File: src/rtl/pmem_arbiter.sv
// rtl/pmem_arbiter.sv - shares one line-granular memory port between icache and dcache
// Data cache has priority; a starvation counter bounds how long an icache read can wait.
module pmem_arbiter #(
  parameter int ADDR_W     = 32,
  parameter int LINE_W     = 256,
  parameter int STARVE_MAX = 4
) (
  input  logic              clk,
  input  logic              rst,
  input  logic              i_pmem_read,
  input  logic [ADDR_W-1:0] i_pmem_address,
  output logic [LINE_W-1:0] i_pmem_rdata,
  output logic              i_pmem_resp,
  input  logic              d_pmem_read,
  input  logic              d_pmem_write,
  input  logic [ADDR_W-1:0] d_pmem_address,
  input  logic [LINE_W-1:0] d_pmem_wdata,
  output logic [LINE_W-1:0] d_pmem_rdata,
  output logic              d_pmem_resp,
  output logic              mem_read,
  output logic              mem_write,
  output logic [ADDR_W-1:0] mem_address,
  output logic [LINE_W-1:0] mem_wdata,
  input  logic [LINE_W-1:0] mem_rdata,
  input  logic              mem_resp
);

  localparam int CNT_W = $clog2(STARVE_MAX + 1);
  localparam logic [CNT_W-1:0] CNT_MAX = CNT_W'(STARVE_MAX);

  typedef enum logic [1:0] {
    IDLE,
    SERVE,
    RESP
  } state_t;

  state_t state, state_nxt;

  logic              owner_i;
  logic              op_write;
  logic [ADDR_W-1:0] addr_q;
  logic [LINE_W-1:0] wdata_q;
  logic [LINE_W-1:0] i_rdata_q;
  logic [LINE_W-1:0] d_rdata_q;
  logic [CNT_W-1:0]  cnt;

  logic i_req;
  logic d_req;
  logic grant;
  logic grant_i;

  assign i_req = i_pmem_read;
  assign d_req = d_pmem_read | d_pmem_write;

  always_ff @(posedge clk) begin
    if (rst) begin
      state <= IDLE;
    end else begin
      state <= state_nxt;
    end
  end

  always_comb begin
    state_nxt = state;
    grant     = 1'b0;
    grant_i   = 1'b0;
    case (state)
      IDLE: begin
        if (i_req || d_req) begin
          grant     = 1'b1;
          // icache only overtakes a pending dcache request once it has been starved long enough
          grant_i   = i_req && (!d_req || (cnt == CNT_MAX));
          state_nxt = SERVE;
        end
      end
      SERVE: begin
        if (mem_resp) begin
          state_nxt = RESP;
        end
      end
      RESP: begin
        state_nxt = IDLE;
      end
      default: begin
        state_nxt = IDLE;
      end
    endcase
  end

  always_ff @(posedge clk) begin
    if (rst) begin
      owner_i   <= 1'b0;
      op_write  <= 1'b0;
      addr_q    <= '0;
      wdata_q   <= '0;
      i_rdata_q <= '0;
      d_rdata_q <= '0;
      cnt       <= '0;
    end else begin
      if (grant) begin
        owner_i  <= grant_i;
        addr_q   <= grant_i ? i_pmem_address : d_pmem_address;
        // a simultaneous read+write from the dcache is treated as a write-back
        op_write <= !grant_i && d_pmem_write;
        if (!grant_i && d_pmem_write) begin
          wdata_q <= d_pmem_wdata;
        end
        if (grant_i || !i_req) begin
          cnt <= '0;
        end else if (cnt != CNT_MAX) begin
          cnt <= cnt + CNT_W'(1);
        end
      end
      if ((state == SERVE) && mem_resp) begin
        if (owner_i) begin
          i_rdata_q <= mem_rdata;
        end else begin
          d_rdata_q <= mem_rdata;
        end
      end
    end
  end

  assign mem_read     = (state == SERVE) && !op_write;
  assign mem_write    = (state == SERVE) && op_write;
  assign mem_address  = addr_q;
  assign mem_wdata    = wdata_q;
  assign i_pmem_resp  = (state == RESP) && owner_i;
  assign d_pmem_resp  = (state == RESP) && !owner_i;
  assign i_pmem_rdata = i_rdata_q;
  assign d_pmem_rdata = d_rdata_q;

endmodule
File: config.mk
export PLATFORM = sky130hd
export DESIGN_NAME = pmem_arbiter
export DESIGN_NICKNAME = d
export VERILOG_FILES = /design/src/rtl/pmem_arbiter.sv
export SDC_FILE = /design/constraint.sdc
export NUM_CORES = 2
export LEC_CHECK = 0
export ABC_CLOCK_PERIOD_IN_PS = 2200
export CORE_AREA = 10 10 538 540
export DETAILED_ROUTE_END_ITERATION = 7
export DIE_AREA = 0 0 548 550
export MAX_ROUTING_LAYER = met4
export PLACE_DENSITY_LB_ADDON = 0.1
export SLEW_MARGIN = 20
export SYNTH_ARGS = -nofsm -noshare
export SYNTH_HDL_FRONTEND = slang
export SYNTH_SLANG_ARGS = --single-unit
File: constraint.sdc
create_clock -name clk -period 2.2 [get_ports clk]
set_input_delay 0.44 -clock clk [delete_from_list [all_inputs] [get_ports clk]]
set_output_delay 0.44 -clock clk [all_outputs]
set_load 0.1 [all_outputs]
# Word-level counts from Yosys, hierarchy flattened
# Index checks and enable logic that the tools add are counted.
dict set report totals {
  inputBits 582
  wordCells 49
  reg_bits 807
  out_inout_bits 804
}
dict set report classes {
  n_eq_ne 6
  n_bitwise 2
  addsub 1
  mux 10
  n_reduce_logical 22
}
# op n
set op_table {}
lappend op_table {{2-to-1 mux 32 bit} 1}
lappend op_table {{AND reduction 2 bit} 5}
lappend op_table {{logical AND 1 bit} 7}
lappend op_table {{2-to-1 mux 3 bit} 2}
lappend op_table {{zero test 1 bit} 5}
lappend op_table {{2-to-1 mux 1 bit} 4}
lappend op_table {{2-to-1 mux 2 bit} 2}
lappend op_table {{inequality test 2 bit (second input constant)} 2}
lappend op_table {{one-hot mux 2 bit (2 select lines)} 1}
lappend op_table {{adder 3 x 1 -> 3 bit (second input constant)} 1}
lappend op_table {{== test 3 bit (second input constant)} 1}
lappend op_table {{logical OR 1 bit} 3}
lappend op_table {{inequality test 3 bit (second input constant)} 1}
lappend op_table {{== test 2 x 1 -> 1 bit (second input constant)} 1}
lappend op_table {{== test 2 bit (second input constant)} 1}
lappend op_table {{zero test 2 bit} 1}
lappend op_table {{nonzero test 2 bit} 1}
lappend op_table {{inverter 1 bit} 1}
lappend op_table {{bitwise OR 1 bit} 1}

# Longest topological paths before layout
dict set report depth {
  ltp_word 9
  ltp_mapped 7
  depth_no_buf 5
}

# Worst setup path before layout
# OpenSTA, ideal clock, no wires.
dict set report synth_path {
  path_kind {register to output}
  from {reg state[1]}
  to {out d_pmem_resp}
  slack_ps -962
  n_path_buf 1
  required_ps 1760
  t_arrival_ps 2722
  stages_incl_launch_ff 3
  cell_sequence {dfxtp_1 > buf_4 > nor3b_1}
}
dict set report synth_via {
  elab_chain_len 2
}
# item line
set synth_lines {}
lappend synth_lines {{from (decl)} 37} ;# state_t state, state_nxt;
lappend synth_lines {{from (signal assigned)} 59} ;# state <= state_nxt;
lappend synth_lines {{== test 2 bit} 129} ;# assign d_pmem_resp = (state == RESP) && !owner_i;
lappend synth_lines {{logical AND 1 bit} 129}
lappend synth_lines {{to (decl)} 19} ;# output logic d_pmem_resp,
# No other way between the ends.

# Final worst setup path
# Same ends and word-level chain as after synthesis.

==> out/metrics.cfg <==
[final_layout]
areaGrowthSynthToFinish_pct=75.0
finalNonFillerCells=8894
final_core_util=0.183
final_area_um2=51000
final_common_cell=nand2_1
nNetsFinal=5602
final_cell_mix=nand2_1, buf_4, a21oi_1
drive_above_1_share=0.241

[worst_setup_path]
crit_fanout=4
rr_worst_depth=7
cp_top_family=flip-flops
rr_endpoint=mem_address[12]
slowest_delay_ns=0.41
cp_slowest_cell=dfxtp_4
worst-path-buf-inv=2
rrSetupSlack_ns=0.19
path_class=reg -> out
r2r-start=state[1]
startpoint_type=flip-flop
crit_chain=buf_6, nor3b_4, buf_12
cp.arrival_ns=1.76
critPathCaptureType=primary output
crit_required_ns=1.76

[clock_tree]
clkTransAtPathRegs_ns=0.06
clockBufferDepth=4
htreeDepth=3
cts_tree=yes
cts-root-buf=clkbuf_16
cts_made_buffers=116
clkLatencyLatePin_ns=0.86
clock-sinks=807

[synthesis]
yosys_warnings=0
synth.area.mux_share=0
synth-adder-area-share=0.000859
synth_compound_area_frac=0.200
synth_xor_xnor_area_share=0
synth_top_family_by_area=compound AO/OA/AOI/OAI gates
synth_nets=4213
ys_ff_latch=807
avgSynthCellArea_um2=8.03
syn_inst=3629
netlist_area_um2=29100
synth-simple-area-share=0.189
synthArstFlopShare=0
synth_edf_count=0
synth_top_flop_cell=dfxtp_1
synth_cell_type_count=37
synth.yosys.seq_area_share=0.555

[pwr]
leakage_nw=18.9
p_switching_mw=15.5
power_frac_comb=0.222
ir_worst_vdd_v=0.000614
power_density_nw_per_um2=887
fin_total_pwr_mw=45.2
p_int_mw=29.7
p_seq_frac=0.347
power.share.clock=0.431
switching_share=0.344

[worst_hold_path]
hold_path_startpoint=mem_rdata[94]
hold_class=in -> reg
min_to=i_pmem_rdata[94]
whs_path_depth=3

[run]
maxCapViolations=0

[floorplan]
dieArea_um2=301000
io_pins=1386
fp.dieW_um=548
rows=194
fp.dieH_um=550
core_um2=278000
start_util=0.105

[grt]
overflow=0
grt_pass1_vias=32300
track_usage=0.147
grt_max_degree=82
grt_pass1_wl_um=302000
antenna_found_initial=74

[route]
vias=32000
ant_nets=0
routed_wl_um=228000
drt_pass1_iterations=5
avgRoutedWirePerCell_um=25.6
dr.first_iter.drc_count=1891
vias_per_cell=3.60
drc_errors=0

[timing]
slew_viol_final=0
worst_pin_slew_ns=0.547
holdWs_ns=0.161
finClkSkew_ns=0.0701
slew_headroom=0.636
rsz0062_at_grt=yes
worst_slack_ns=0.00382
fin_crit_sh=0.998
fin_setup_tns_ns=0
max_freq_ghz=0.455
setup_viol=0
finalHoldViolCount=0
fin_crit_ns=2.20

[placed_design]
place_area_um2=46800
place_congestion=0.821
numPortBuffers=1385
pre_cts_ws_ns=-0.102
dp_hpwl_um=182000
place_inst=8615

[run_status]
status=complete, no violations

## state kept, by name (all words and copies together), names as in the netlist
signal and cells:
owner_i 1, state 2, mem_address 32, cnt 3
d_pmem_rdata 256, i_pmem_rdata 256, mem_wdata 256, op_write 1
## synthesized netlist by cell type (3+ instances only)
library cell,number,area share
a21oi_1,805,0.14
dfxtp_1,807,0.55
nand2_1,1028,0.13
clkbuf_2,24,0.0041
buf_1,7,0.00090
a311oi_1,32,0.0096
buf_2,93,0.016
buf_6,10,0.0039
buf_4,30,0.0077
nand3_1,291,0.050
nor2_1,4,0.00052
o21ai_1,21,0.0036
nor2b_1,3,0.00064
clkbuf_1,177,0.023
o21ai_0,272,0.047
## cells by family after synthesis
group           count (synthesis)
flops                         807
compound gates               1134
fa+ha+maj                       2
buf+inv                       343
simple gates                 1343
## metal layers
| layer | track usage | up-vias | wire, um |
|---|---|---|---|
| met2 | 0.228 | 1176 | 103000 |
| met4 | 0.0233 | 0 | 3420 |
| met5 | - | - | 0 |
| met3 | 0.0647 | 192 | 22700 |
| met1 | 0.179 | 15500 | 99100 |
| li1 | - | 15200 | - |
## worst max path at each step
stage,from,end,slack (ns),cells past startpoint
2_1_floorplan,state[1],d_pmem_resp,0.04,2
3_3_place_gp,i_pmem_read,mem_address[18],-0.09,6
3_5_place_dp,i_pmem_read,mem_address[12],-0.10,6
4_1_cts,state[1],d_pmem_resp,-0.12,3
5_1_grt,state[1],d_pmem_resp,-0.11,3
6_report,state[1],d_pmem_resp,0.004,3
## worst register-to-register path: stages, from the launching register on
cell	delay [ns]
dfxtp_4	0.38
buf_4	0.15
buf_4	0.18
or3b_1	0.51
buf_12	0.21
buf_4	0.18
o21ai_0	0.19
a311oi_1	0.11
## power groups by stage
stage	Sequential [mW]	Clock, mW	Combinational, mW
6_report	15.7	19.5	10.0
5_1_grt	15.8	20.8	10.5
4_1_cts	15.7	20.4	10.2
3_5_place_dp	16.0	0	10.1
3_3_place_gp	16.0	0	10.1
2_1_floorplan	20.4	0	1.63
## layout make-up
class | instances | area (um^2)
fill | 31500 | 227000
sequential | 807 | 16200
antenna | 61 | 153
inverter | 2 | 7.51
timing repair buffer | 1612 | 14700
multi-input combinational | 2479 | 11400
clock inverter | 22 | 319
clock buffer | 187 | 3540
tap | 3724 | 4660
## repair_timing
action | 4_1_cts | 5_1_grt
endpoints found under the hold margin | 11 | 0
resized for setup | 33 | 0
setup endpoints to repair | 16 | 4
buffers inserted | 7 | 2
hold buffers | 1 | 0
No activity file was read; power rests on OpenSTA's default activity.
